===== config.mk =====
export PLATFORM = sky130hd
export DESIGN_NAME = activation_pipe_multi_flat
export DESIGN_NICKNAME = d
export VERILOG_FILES = /design/src/rtl/activation_pipe_multi_if.sv /design/src/rtl/activation_pipe_multi.sv /design/src/flat_wrapper.sv
export SDC_FILE = /design/constraint.sdc
export NUM_CORES = 2
export LEC_CHECK = 0
export ABC_CLOCK_PERIOD_IN_PS = 15100
export CELL_PAD_IN_SITES_DETAIL_PLACEMENT = 2
export CELL_PAD_IN_SITES_GLOBAL_PLACEMENT = 2
export CORE_UTILIZATION = 53
export CTS_BUF_LIST = sky130_fd_sc_hd__clkbuf_8 sky130_fd_sc_hd__clkbuf_16
export CTS_CLUSTER_SIZE = 40
export DETAILED_ROUTE_END_ITERATION = 16
export PLACE_DENSITY_LB_ADDON = 0.1
export SLEW_MARGIN = 25
export SYNTH_ARGS = -nofsm -noshare
export SYNTH_HDL_FRONTEND = slang
export SYNTH_SLANG_ARGS = --single-unit

===== constraint.sdc =====
create_clock -name clk -period 15.1 [get_ports clk]
set_input_delay 1.51 -clock clk [delete_from_list [all_inputs] [get_ports clk]]
set_output_delay 1.51 -clock clk [all_outputs]
set_load 0.02 [all_outputs]

===== src/rtl/activation_pipe_multi_if.sv =====
// Sample/result handshake plus LUT write port for activation_pipe_multi.
// master = sample producer / result consumer, slave = the pipeline.
interface activation_pipe_multi_if #(
  parameter int DATA_WIDTH     = 16,
  parameter int LUT_ADDR_WIDTH = 6
);
  logic                      in_valid;
  logic                      in_ready;
  logic [1:0]                in_mode;
  logic [DATA_WIDTH-1:0]     in_data;
  logic                      lut_wr_en;
  logic [LUT_ADDR_WIDTH-1:0] lut_wr_addr;
  logic [DATA_WIDTH-1:0]     lut_data;
  logic                      idle;
  logic                      out_valid;
  logic                      out_ready;
  logic [DATA_WIDTH-1:0]     out_data;

  modport master (
    output in_valid, in_mode, in_data, lut_wr_en, lut_wr_addr, lut_data, out_ready,
    input  in_ready, idle, out_valid, out_data
  );

  modport slave (
    input  in_valid, in_mode, in_data, lut_wr_en, lut_wr_addr, lut_data, out_ready,
    output in_ready, idle, out_valid, out_data
  );
endinterface


===== src/rtl/activation_pipe_multi.sv =====
// Fixed-point activation pipeline: bypass, ReLU, leaky ReLU or interpolated LUT.
// Whole pipe stalls in place on output backpressure; LUT writable only while empty.
module activation_pipe_multi #(
  parameter int DATA_WIDTH     = 16,
  parameter int FRAC_BITS      = 8,
  parameter int LUT_ADDR_WIDTH = 6,
  parameter int LEAK_SHIFT     = 3
) (
  input logic                    clk,
  input logic                    rst,
  activation_pipe_multi_if.slave bus
);
  localparam int DEPTH = 2 ** LUT_ADDR_WIDTH;
  localparam int PW    = DATA_WIDTH + FRAC_BITS + 2;
  localparam logic [1:0] MODE_BYPASS = 2'd0;
  localparam logic [1:0] MODE_RELU   = 2'd1;
  localparam logic [1:0] MODE_LEAKY  = 2'd2;
  localparam logic [1:0] MODE_LUT    = 2'd3;
  localparam logic signed [DATA_WIDTH:0] A_HALF = (DATA_WIDTH + 1)'(DEPTH / 2);
  localparam logic signed [DATA_WIDTH:0] A_TOP  = (DATA_WIDTH + 1)'(DEPTH - 1);
  localparam logic [LUT_ADDR_WIDTH-1:0]  ADDR_MAX = LUT_ADDR_WIDTH'(DEPTH - 1);
  localparam logic signed [PW-1:0] SAT_MAX =
    $signed({{(PW - DATA_WIDTH + 1){1'b0}}, {(DATA_WIDTH - 1){1'b1}}});
  localparam logic signed [PW-1:0] SAT_MIN =
    $signed({{(PW - DATA_WIDTH + 1){1'b1}}, {(DATA_WIDTH - 1){1'b0}}});

  logic signed [DATA_WIDTH-1:0] lut_mem [DEPTH];

  logic stall, advance, accept, idle;
  logic                         s1_valid_q, s1_valid_d;
  logic [1:0]                   s1_mode_q, s1_mode_d;
  logic signed [DATA_WIDTH-1:0] s1_x_q, s1_x_d;
  logic                         s2_valid_q, s2_valid_d, s2_lut_q, s2_lut_d;
  logic signed [DATA_WIDTH-1:0] s2_simple_q, s2_simple_d;
  logic [FRAC_BITS-1:0]         s2_frac_q, s2_frac_d;
  logic [LUT_ADDR_WIDTH-1:0]    s2_addr_a_q, s2_addr_a_d, s2_addr_b_q, s2_addr_b_d;
  logic                         s3_valid_q, s3_valid_d, s3_lut_q, s3_lut_d;
  logic signed [DATA_WIDTH-1:0] s3_simple_q, s3_simple_d;
  logic [FRAC_BITS-1:0]         s3_frac_q, s3_frac_d;
  logic signed [DATA_WIDTH-1:0] lut_rd_a_q, lut_rd_b_q;
  logic                         out_valid_q, out_valid_d;
  logic signed [DATA_WIDTH-1:0] out_data_q, out_data_d;

  logic signed [DATA_WIDTH-1:0] x_shr;
  logic signed [DATA_WIDTH:0]   a_full, diff;
  logic signed [PW-1:0]         prod, sum, y_wide;

  always_comb begin
    stall   = out_valid_q && !bus.out_ready;
    advance = !stall;
    accept  = bus.in_valid && advance && !bus.lut_wr_en;
    idle    = !(s1_valid_q || s2_valid_q || s3_valid_q || out_valid_q);
  end

  assign bus.in_ready  = advance && !bus.lut_wr_en;
  assign bus.idle      = idle;
  assign bus.out_valid = out_valid_q;
  assign bus.out_data  = out_data_q;

  // Stage 1 capture and stage 2 index / fraction / simple-mode result
  always_comb begin
    s1_valid_d = accept;
    s1_mode_d  = bus.in_mode;
    s1_x_d     = $signed(bus.in_data);

    x_shr  = s1_x_q >>> FRAC_BITS;
    a_full = $signed({x_shr[DATA_WIDTH-1], x_shr}) + A_HALF;

    s2_valid_d  = s1_valid_q;
    s2_lut_d    = (s1_mode_q == MODE_LUT);
    s2_addr_a_d = a_full[LUT_ADDR_WIDTH-1:0];
    s2_addr_b_d = a_full[LUT_ADDR_WIDTH-1:0] + 1'b1;
    s2_frac_d   = s1_x_q[FRAC_BITS-1:0];
    // Clamped lookups use a zero fraction so the interpolator returns L[a] unchanged.
    if (a_full[DATA_WIDTH]) begin
      s2_addr_a_d = '0;
      s2_addr_b_d = '0;
      s2_frac_d   = '0;
    end else if (a_full >= A_TOP) begin
      s2_addr_a_d = ADDR_MAX;
      s2_addr_b_d = ADDR_MAX;
      s2_frac_d   = '0;
    end

    case (s1_mode_q)
      MODE_RELU:  s2_simple_d = s1_x_q[DATA_WIDTH-1] ? '0 : s1_x_q;
      MODE_LEAKY: s2_simple_d = s1_x_q[DATA_WIDTH-1] ? (s1_x_q >>> LEAK_SHIFT) : s1_x_q;
      MODE_BYPASS, MODE_LUT: s2_simple_d = s1_x_q;
      default:    s2_simple_d = s1_x_q;
    endcase
  end

  // Stage 3 carries control alongside the LUT read data; the output stage interpolates
  always_comb begin
    s3_valid_d  = s2_valid_q;
    s3_lut_d    = s2_lut_q;
    s3_simple_d = s2_simple_q;
    s3_frac_d   = s2_frac_q;

    diff   = $signed({lut_rd_b_q[DATA_WIDTH-1], lut_rd_b_q})
           - $signed({lut_rd_a_q[DATA_WIDTH-1], lut_rd_a_q});
    prod   = PW'(diff) * PW'($signed({1'b0, s3_frac_q}));
    sum    = PW'(lut_rd_a_q) + (prod >>> FRAC_BITS);
    y_wide = s3_lut_q ? sum : PW'(s3_simple_q);

    out_valid_d = s3_valid_q;
    if (y_wide > SAT_MAX)      out_data_d = SAT_MAX[DATA_WIDTH-1:0];
    else if (y_wide < SAT_MIN) out_data_d = SAT_MIN[DATA_WIDTH-1:0];
    else                       out_data_d = y_wide[DATA_WIDTH-1:0];
  end

  always_ff @(posedge clk or posedge rst) begin
    if (rst) begin
      s1_valid_q  <= 1'b0;
      s1_mode_q   <= '0;
      s1_x_q      <= '0;
      s2_valid_q  <= 1'b0;
      s2_lut_q    <= 1'b0;
      s2_simple_q <= '0;
      s2_frac_q   <= '0;
      s2_addr_a_q <= '0;
      s2_addr_b_q <= '0;
      s3_valid_q  <= 1'b0;
      s3_lut_q    <= 1'b0;
      s3_simple_q <= '0;
      s3_frac_q   <= '0;
      out_valid_q <= 1'b0;
      out_data_q  <= '0;
    end else if (advance) begin
      s1_valid_q  <= s1_valid_d;
      s1_mode_q   <= s1_mode_d;
      s1_x_q      <= s1_x_d;
      s2_valid_q  <= s2_valid_d;
      s2_lut_q    <= s2_lut_d;
      s2_simple_q <= s2_simple_d;
      s2_frac_q   <= s2_frac_d;
      s2_addr_a_q <= s2_addr_a_d;
      s2_addr_b_q <= s2_addr_b_d;
      s3_valid_q  <= s3_valid_d;
      s3_lut_q    <= s3_lut_d;
      s3_simple_q <= s3_simple_d;
      s3_frac_q   <= s3_frac_d;
      out_valid_q <= out_valid_d;
      out_data_q  <= out_data_d;
    end
  end

  // LUT contents survive reset; writes are only honoured with the pipe empty
  always_ff @(posedge clk) begin
    if (bus.lut_wr_en && idle) begin
      lut_mem[bus.lut_wr_addr] <= $signed(bus.lut_data);
    end
    if (advance) begin
      lut_rd_a_q <= lut_mem[s2_addr_a_q];
      lut_rd_b_q <= lut_mem[s2_addr_b_q];
    end
  end
endmodule


===== src/flat_wrapper.sv =====
// flat-port wrapper written by rule: the top's interface ports become plain ports
module activation_pipe_multi_flat 
#(
  parameter int DATA_WIDTH     = 16,
  parameter int FRAC_BITS      = 8,
  parameter int LUT_ADDR_WIDTH = 6,
  parameter int LEAK_SHIFT     = 3
)
  (clk, rst, bus_in_valid, bus_in_mode, bus_in_data, bus_lut_wr_en, bus_lut_wr_addr, bus_lut_data, bus_out_ready, bus_in_ready, bus_idle, bus_out_valid, bus_out_data);
  activation_pipe_multi_if #(.DATA_WIDTH(DATA_WIDTH), .LUT_ADDR_WIDTH(LUT_ADDR_WIDTH)) bus_i ();
  input logic clk;
  input logic rst;
  input wire logic [$bits(bus_i.in_valid)-1:0] bus_in_valid;
  input wire logic [$bits(bus_i.in_mode)-1:0] bus_in_mode;
  input wire logic [$bits(bus_i.in_data)-1:0] bus_in_data;
  input wire logic [$bits(bus_i.lut_wr_en)-1:0] bus_lut_wr_en;
  input wire logic [$bits(bus_i.lut_wr_addr)-1:0] bus_lut_wr_addr;
  input wire logic [$bits(bus_i.lut_data)-1:0] bus_lut_data;
  input wire logic [$bits(bus_i.out_ready)-1:0] bus_out_ready;
  output wire logic [$bits(bus_i.in_ready)-1:0] bus_in_ready;
  output wire logic [$bits(bus_i.idle)-1:0] bus_idle;
  output wire logic [$bits(bus_i.out_valid)-1:0] bus_out_valid;
  output wire logic [$bits(bus_i.out_data)-1:0] bus_out_data;
  assign bus_i.in_valid = bus_in_valid;
  assign bus_i.in_mode = bus_in_mode;
  assign bus_i.in_data = bus_in_data;
  assign bus_i.lut_wr_en = bus_lut_wr_en;
  assign bus_i.lut_wr_addr = bus_lut_wr_addr;
  assign bus_i.lut_data = bus_lut_data;
  assign bus_i.out_ready = bus_out_ready;
  assign bus_in_ready = bus_i.in_ready;
  assign bus_idle = bus_i.idle;
  assign bus_out_valid = bus_i.out_valid;
  assign bus_out_data = bus_i.out_data;
  activation_pipe_multi #(.DATA_WIDTH(DATA_WIDTH), .FRAC_BITS(FRAC_BITS), .LUT_ADDR_WIDTH(LUT_ADDR_WIDTH), .LEAK_SHIFT(LEAK_SHIFT)) u_core (.clk(clk), .rst(rst), .bus(bus_i));
endmodule

==> metrics <==
worst r2r src=u_core.lut_rd_a_q[0]$_DFFE_PN_; Final Cycle Share=66.7%; Seq/Total Area, Yosys=58.3%; nature of the critical path endpoint=flop; PortBufs=63; P_int=8.79 mW; setup_tns=0 ns; top cells by count, synth=edfxtp_1 (1,056), mux4_2 (672), nand2_1 (246), inv_1 (172), nor2_1 (158); Flop pwr share=26.0%; Req. time, crit path=15.63 ns; CTS clk-pin slew, worst paths=0.06 ns; Die ar.=112,000 um2; CTS max path bufs=3; root buffer cell=clkbuf_16; first-pass GRT wire length=295,000 um; number of flops mapped to enable cells by yosys=1,056; Post-DP HPWL=122,000 um; Routed Antenna Nets=0; Power Density=242 nW/um2; max_cap viols=0; critical path's most frequent cell=fa_1; Static Leak=22.2 nW; area leader, netlist=edfxtp_1; CTS resizes=0; Final setup viols=0; maximum number of pins on one net before global-route repair=105; critical path startpoint category=flop; Synth Net Count=3,495; hold buffer count at cts=0; drt drc=0; Met2 Wirelength=104,000 um; layout cells sized above 1=30.5%; number of global-route vias before repair=38,729; Slew headroom=23.9%; Synth-to-Final Area Change=10.7%; GP Congestion=0.859; asr flop ratio synth=8.65%; DR WL/cell=42.6 um; Worst Hold Class=reg2reg; Gate power share=55.4%; hold path depth=2; postcts setup bufs=0; Final WS setup=5.02 ns; core area=109,000 um2; Util after Layout=59.5%; Site Rows=121; Setup CP Type=reg2reg; Max Used Layer=met5; Worst VDD drop=0.236 mV; Crit-path slowest cell=o41ai_4; RSZ-0062 raised after global routing=no; R2R Setup Slk=5.02 ns; Final Critical Period=10.08 ns; synth unique cells=69; largest cells by area after synthesis=edfxtp_1 (54%), mux4_2 (26%), dfrtp_1 (4.3%); Avg Inst Size Synth=18.1 um2; Hold WS=0.475 ns; path depth of the worst reg2reg path=33; 1st-iter DRT viols=5,021; vias per cell=7.31; dpl cell area=61,200 um2; Post-Syn Instances=3,251; Worst-Skew Late Latency=0.77 ns; total gr overflow=0; DP Worst Slack=5.00 ns; # IOs=64; clock sink total=1,156; hold wc startpoint=u_core.s3_simple_q[6]$_DFFE_PP0N_; initial core utilization=53.7%; P_sw=6.97 mW; R2R Path End=u_core.bus.out_data[9]$_DFFE_PP0N_; Arr. time, crit path=10.61 ns; Slew @ Worst Pin=1.14 ns; M1 WL=69,600 um; Max FO, Critical Path=15; WL met3=21,200 um; Fill cells=8,892; Clock power frac=18.6%; Vias=35,741; Die X=335 um; outcome=complete, no violations; Pre-antenna DRT Iters=5; H-tree levels=3; max incr delay on CP=0.89 ns; design area=65,000 um2; TritonCTS buffer count=118; switching share of power=44.2%; clk_skew=0.0549 ns; Die H=335 um; # nets final=3,560; CTS tree=built; #FFs+latches synth=1,156; Synth warnings=0; All-Layer GR Usage=38.0%; Main synth FF type=edfxtp_1; post-synth top area share=54.0%; Mapped Area=58,700 um2; Hold Violations, Final=0; max-slew violations=0; drt total wl=208,000 um; antenna violations before repair=23; fmax=99.2 MHz; hold endpoint=u_core.s3_simple_q[6]$_DFFE_PP0N_; most numerous cell in the Yosys netlist=edfxtp_1
==> cells by family after synthesis <==
kind of cell | synth area share (%)
multiplexers | 25.9
XOR/XNOR | 0.671
AND/OR/NAND/NOR | 4.50
flip-flops | 58.3
AO/OA/AOI/OAI | 2.46
adder cells (fa/ha/maj) | 5.62
buffers and inverters | 2.63
==> metal layers <==
layer | up-vias | global-route usage (%)
li1 | 13293 | -
met1 | 19101 | 46.4
met2 | 2645 | 63.3
met3 | 680 | 8.46
met4 | 22 | 20.6
met5 | - | 0
==> flip-flops by register name, indices dropped and copies added (netlist names), 2 cells and up <==
signal	flops
u_core.bus.out_data	16
u_core.lut_mem	1024
u_core.lut_rd_a_q	16
u_core.lut_rd_b_q	16
u_core.s1_mode_q	2
u_core.s1_x_q	16
u_core.s2_addr_a_q	6
u_core.s2_addr_b_q	6
u_core.s2_frac_q	8
u_core.s2_simple_q	16
u_core.s3_frac_q	8
u_core.s3_simple_q	16
==> layout by cell type (no fill, tap or decap), types with 12 or more instances in the layout <==
cell type and n:
nand2_1 246, clkbuf_16 119, nand3_1 39, a221oi_1 13, a21oi_1 33, nor2b_1 21
inv_1 198, and2_1 50, nor2_1 94, nor3_1 17, clkdlybuf4s50_1 47, a311oi_1 16
nand2b_1 12, clkinv_1 24, buf_4 103, edfxtp_1 1056, ha_1 91, mux4_2 672
o21ai_0 44, xnor2_1 34, clkinv_2 23, fa_1 108, nor2_2 61, dfrtp_1 91
==> worst max-delay path, delay by kind of cell (launching register included) <==
| family | cells | cell delay, ns |
|---|---|---|
| AOI/OAI and AO/OA | 12 | 3.67 |
| and+or+nand+nor | 8 | 1.46 |
| xor gates and xnor gates | 2 | 0.92 |
| adders and majority gates | 8 | 3.27 |
| buffers and inverters | 3 | 0.15 |
| DFF | 1 | 0.40 |
==> cell type report <==
type / count / area, um2 / share of cell area [%]
multi-input combinational: 1709 / 23200 / 35.6
clock inverter: 93 / 664 / 1.02
antenna: 5 / 12.5 / 0.0193
sequential: 1156 / 34200 / 52.7
clock buffer: 122 / 3020 / 4.65
timing repair buffer: 159 / 1390 / 2.14
tap: 1476 / 1850 / 2.84
inverter: 172 / 651 / 1.00
==> metrics by stage <==
stage | cells | power, mW
3_3_place_gp | 4670 | 12.3
2_1_floorplan | 3251 | 9.53
6_report | 4892 | 15.8
5_1_grt | 4887 | 16.3
3_5_place_dp | 4670 | 12.7
4_1_cts | 4885 | 15.7
==> power groups by stage <==
stage / combinational (mW) / clock [mW] / sequential (mW)
global placement: 8.15 / 0 / 4.13
detailed placement: 8.52 / 0 / 4.15
floorplan: 5.66 / 0 / 3.88
CTS: 8.69 / 2.94 / 4.09
finish: 8.74 / 2.92 / 4.10
global route: 9.18 / 3.02 / 4.12
==> worst max-delay path by stage <==
stage | end | startpoint | cells after the start | slack [ns]
finish | u_core.bus.out_data[9]$_DFFE_PP0N_ | u_core.lut_rd_a_q[0]$_DFFE_PN_ | 33 | 5.02
floorplan | u_core.bus.out_data[2]$_DFFE_PP0N_ | u_core.lut_rd_a_q[1]$_DFFE_PN_ | 36 | 6.74
global route | u_core.bus.out_data[8]$_DFFE_PP0N_ | u_core.lut_rd_a_q[1]$_DFFE_PN_ | 35 | 4.44
detailed placement | u_core.bus.out_data[6]$_DFFE_PP0N_ | u_core.lut_rd_a_q[0]$_DFFE_PN_ | 35 | 5.00
global placement | u_core.bus.out_data[2]$_DFFE_PP0N_ | u_core.lut_rd_a_q[1]$_DFFE_PN_ | 33 | 5.43
CTS | u_core.bus.out_data[6]$_DFFE_PP0N_ | u_core.lut_rd_a_q[0]$_DFFE_PN_ | 35 | 4.92
No activity file was read; power rests on OpenSTA's default activity.
